<file path="src/rtl/program_loader.sv">
// Boot loader: assembles big-endian words from a byte stream, writes them to
// instruction memory, verifies an XOR checksum and releases the core.
module program_loader #(
  parameter int MAX_WORDS = 256
) (
  input  logic        clk,
  input  logic        rst_n,
  input  logic [7:0]  in_data,
  input  logic        in_valid,
  output logic        in_ready,
  input  logic        restart,
  output logic        imem_we,
  output logic [31:0] imem_addr,
  output logic [31:0] imem_wdata,
  output logic [31:0] init_pc,
  output logic        core_run,
  output logic        error,
  output logic [15:0] words_loaded
);

  typedef enum logic [2:0] {
    S_PC, S_LEN, S_PAY, S_CHK, S_RUN, S_ERR
  } state_t;

  state_t      r_state;
  state_t      w_next;
  logic [1:0]  r_cnt;
  logic [31:0] r_shift;
  logic [7:0]  r_csum;
  logic [31:0] r_pc;
  logic [15:0] r_len;
  logic [15:0] r_words;
  logic        r_we;
  logic [31:0] r_addr;
  logic [31:0] r_wdata;
  logic [31:0] r_init_pc;

  logic        w_acc;
  logic        w_last;
  logic [31:0] w_word;
  logic        w_len_bad;
  logic        w_pay_done;
  logic        w_restart;
  logic        w_cs_ok;

  assign w_acc      = in_valid && in_ready;
  assign w_last     = w_acc && (r_cnt == 2'd3);
  assign w_word     = {r_shift[23:0], in_data};
  assign w_len_bad  = (w_word == 32'd0) ||
                      (w_word > 32'(MAX_WORDS));
  assign w_pay_done = (r_words + 16'd1) == r_len;
  assign w_restart  = restart &&
                      (r_state == S_RUN || r_state == S_ERR);
  assign w_cs_ok    = (in_data == r_csum);

  always_ff @(posedge clk or negedge rst_n) begin
    if (!rst_n) r_state <= S_PC;
    else        r_state <= w_next;
  end

  always_comb begin
    w_next = r_state;
    unique case (r_state)
      S_PC:
        if (w_last)
          w_next = (w_word[1:0] != 2'b00) ? S_ERR : S_LEN;
      S_LEN:
        if (w_last) w_next = w_len_bad ? S_ERR : S_PAY;
      S_PAY:
        if (w_last && w_pay_done) w_next = S_CHK;
      S_CHK:
        if (w_acc) w_next = w_cs_ok ? S_RUN : S_ERR;
      S_RUN, S_ERR:
        if (restart) w_next = S_PC;
      default:
        w_next = S_PC;
    endcase
  end

  always_ff @(posedge clk or negedge rst_n) begin
    if (!rst_n) begin
      r_cnt     <= '0;
      r_shift   <= '0;
      r_csum    <= '0;
      r_pc      <= '0;
      r_len     <= '0;
      r_words   <= '0;
      r_we      <= 1'b0;
      r_addr    <= '0;
      r_wdata   <= '0;
      r_init_pc <= '0;
    end else begin
      r_we <= 1'b0;
      if (w_restart) begin
        r_cnt     <= '0;
        r_shift   <= '0;
        r_csum    <= '0;
        r_pc      <= '0;
        r_len     <= '0;
        r_words   <= '0;
        r_init_pc <= '0;
      end else if (w_acc) begin
        // checksum byte is compared, not folded in
        if (r_state != S_CHK) begin
          r_cnt   <= r_cnt + 2'd1;
          r_shift <= w_word;
          r_csum  <= r_csum ^ in_data;
        end
        if (w_last) begin
          unique case (1'b1)
            (r_state == S_PC): r_pc <= w_word;
            (r_state == S_LEN): begin
              if (!w_len_bad) r_len <= w_word[15:0];
            end
            (r_state == S_PAY): begin
              r_we    <= 1'b1;
              r_addr  <= r_pc + {14'd0, r_words, 2'b00};
              r_wdata <= w_word;
              r_words <= r_words + 16'd1;
            end
            default: ;
          endcase
        end
        if (r_state == S_CHK && w_cs_ok)
          r_init_pc <= r_pc;
      end
    end
  end

  assign in_ready     = (r_state == S_PC)  ||
                        (r_state == S_LEN) ||
                        (r_state == S_PAY) ||
                        (r_state == S_CHK);
  assign imem_we      = r_we;
  assign imem_addr    = r_addr;
  assign imem_wdata   = r_wdata;
  assign init_pc      = r_init_pc;
  assign core_run     = (r_state == S_RUN);
  assign error        = (r_state == S_ERR);
  assign words_loaded = r_words;

endmodule

</file>
<file path="config.mk">
export PLATFORM = sky130hd
export DESIGN_NAME = program_loader
export DESIGN_NICKNAME = d
export VERILOG_FILES = /design/src/rtl/program_loader.sv
export SDC_FILE = /design/constraint.sdc
export NUM_CORES = 1
export LEC_CHECK = 0
export ABC_AREA = 1
export CORE_UTILIZATION = 60
export CTS_CLUSTER_DIAMETER = 200
export CTS_CLUSTER_SIZE = 30
export DETAILED_ROUTE_END_ITERATION = 6
export PLACE_DENSITY = 0.86
export SLEW_MARGIN = 20
export SYNTH_ARGS = -nofsm -noshare
export SYNTH_HDL_FRONTEND = slang
export SYNTH_SLANG_ARGS = --single-unit
</file>
<file path="constraint.sdc">
create_clock -name clk -period 5.8 [get_ports clk]
set_input_delay 1.16 -clock clk [delete_from_list [all_inputs] [get_ports clk]]
set_output_delay 1.16 -clock clk [all_outputs]
set_load 0.01 [all_outputs]
</file>
==> results.json <==
{
  "status": "complete, no violations",
  "final_max_slew_viol_count": 0,
  "antenna_found_initial": 0,
  "die_area_um2": 16900,
  "die_h_um": 130.0,
  "crit_fanout": 30,
  "drive_above_1_share": 0.09752,
  "cts-root-buf": "clkbuf_16",
  "final_cell_mix": "nand2_1, dfrtp_1, inv_1, clkdlybuf4s50_1, o21ai_0",
  "hold_path_end": "imem_addr[2]$_DFFE_PN0P_",
  "via_count": 8751,
  "numCtsBuffers": 17,
  "ctsResizeCount": 0,
  "clock_sinks": 198,
  "fin_area_um2": 11810,
  "power_density_nw_per_um2": 391.5,
  "cts_buffer_depth": 2,
  "drtIter0Drc": 927,
  "drc": 0,
  "synthTopCellsByArea": "dfrtp_1, nand2_1, o21ai_0",
  "syn2layout_area_growth_pct": 20.08,
  "grt-ovfl-total": 0,
  "core_area_um2": 15940,
  "min_path_cells": 2,
  "clk_latency_ps": 440,
  "grt_pass1_wl_mm": 41.73,
  "synthFlopType": "dfrtp_1",
  "cts.hold.buffers_added": 0,
  "ys_ff_latch": 198,
  "pin_count": 128,
  "period_share": 0.6100,
  "post-cts-setup-buffers": 0,
  "finalNetCount": 1310,
  "yosys_warnings": 0,
  "worstPathArrival_ps": 3880,
  "grtUsageTotal": 0.3273,
  "r2r_cells": 8,
  "synth_area_um2": 9832,
  "layout_commonest_cell": "nand2_1",
  "grt_max_degree": 114,
  "ys_types": 40,
  "slew_headroom": 0.3047,
  "startpoint_type": "input port",
  "nFillCells": 1130,
  "worst_clock_skew_ps": 8.597,
  "fmax_mhz": 282.6,
  "crit_type": "input port to flop",
  "dp_cells": 1476,
  "r2r-end": "r_shift[19]$_DFFE_PN0P_",
  "syn_avg_cell_area_um2": 8.411,
  "hold_start": "imem_addr[2]$_DFFE_PN0P_",
  "avgViaCountPerCell": 5.803,
  "peakVddDrop_v": 0.0002785,
  "synth_top_area_cell": "dfrtp_1",
  "final_cells": 1508,
  "worst_pin_slew_ps": 1042,
  "ys_seq_area_frac": 0.5039,
  "path_clk_slew_ps": 80,
  "endpoint_kind": "flop",
  "routed_wl_mm": 26.05,
  "async_flop_share": 1.000,
  "dp_hpwl_mm": 18.11,
  "multi_input_area_um2": 4140,
  "hold_viol_final": 0,
  "hold_path.class": "flop to flop",
  "grt_pass1_vias": 8309,
  "detail_route.wl_per_cell_um": 17.28,
  "h-tree-depth": 4,
  "required_ps": 6140,
  "finalSetupViolCount": 0,
  "min_period_ps": 3538,
  "antenna_left": 0,
  "p_leak_uw": 0.005494,
  "cts_tree": "yes",
  "gp_congestion": 0.8891,
  "rows": 46,
  "fin_setup_tns_ps": 0,
  "rrSetupSlack_ps": 2720,
  "rsz0062_at_grt": "no",
  "numPortBuffers": 127,
  "start_util": 0.6167,
  "diodes": 0,
  "rr_startpoint": "r_state[1]$_DFFE_PN0P_",
  "synth-edff-count": 0,
  "seqCellArea_um2": 4955,
  "synth_top_cell_area_share": 0.5039,
  "firstDrtPassIters": 5,
  "synth_fp_nets": 1200,
  "drv_cap": 0,
  "die_w_um": 130.0,
  "dpl-instance-area_um2": 11200,
  "syn_inst": 1169
}
-- synthesized netlist by cell type, types with 7 or more instances --
cell type	instances
a21oi_1	23
a31oi_1	8
buf_2	22
clkbuf_1	10
dfrtp_1	198
ha_1	18
inv_1	132
nand2_1	315
nand3_1	71
nand3_2	28
nand4_1	15
nor2_1	64
nor3_1	14
nor4_1	7
o21ai_0	113
o21ai_1	10
o21ai_2	35
o22ai_1	20
xor2_1	17
-- worst max-delay path by stage --
stage | from | end | slack, ps | depth (start not counted)
6_report | in_valid | r_pc[11]$_DFFE_PN0P_ | 2260 | 9
3_3_place_gp | in_valid | imem_addr[6]$_DFFE_PN0P_ | 2060 | 9
3_5_place_dp | in_valid | imem_addr[1]$_DFFE_PN0P_ | 1930 | 8
2_1_floorplan | in_data[3] | init_pc[21]$_DFFE_PN0P_ | 3290 | 6
4_1_cts | restart | r_shift[19]$_DFFE_PN0P_ | 2400 | 6
5_1_grt | in_valid | r_pc[19]$_DFFE_PN0P_ | 2030 | 10
-- power by group --
part / switching, µW / internal, µW
Combinational: 962 / 494
Clock: 568 / 655
Sequential: 296 / 1650
-- metal layers --
layer  track usage  share of wire  wire length, µm
met5             0              0                0
met4        0.1751          0.038              993
met3       0.05494          0.078             2022
met2        0.5149           0.47            12210
met1        0.4381           0.42            10830
-- stage by stage --
| step | power, µW | utilization | hold WS [ps] | setup slack [ps] |
|---|---|---|---|---|
| after floorplan | 2852 | - | 453.0 | 3293 |
| after CTS | 4590 | 0.7403 | 477.3 | 2402 |
| final | 4622 | 0.7405 | 477.4 | 2262 |
| after detailed placement | 3356 | 0.7022 | 459.4 | 1927 |
| after global routing | 4875 | 0.7405 | 491.5 | 2035 |
| after global placement | 3290 | 0.7022 | 460.7 | 2057 |
-- state kept, by name (all words and copies together), names as in the netlist --
register	flops
r_pc	32
r_cnt	2
imem_addr	32
words_loaded	16
r_shift	24
init_pc	32
r_csum	8
r_len	16
r_state	3
imem_we	1
imem_wdata	32
-- layout make-up --
type,instances,area share
flip-flops and latches,198,0.4197
multi-input cells,792,0.3507
repair buffers,133,0.1118
inverters,137,0.04356
clock buffers,17,0.03603
well taps,216,0.02289
clock inverters,15,0.01537
-- worst max-delay path: stages --
cell             delay [ps]
clkdlybuf4s50_1         530
nand2_1                 130
nor2_2                  220
inv_2                   110
nor2_1                  360
inv_2                   180
nand2_2                 390
inv_1                   450
o21ai_0                 340
-- cells by family (layout without fill, tap and decap cells) --
family,Yosys count,count (layout),synth area share
simple gates,536,536,0.2464
compound gates,215,215,0.1287
buf+inv,179,302,0.07648
fa+ha+maj,19,19,0.02494
flops,198,198,0.5039
xor+xnor,22,22,0.01960
No activity file was read; power rests on OpenSTA's default activity.
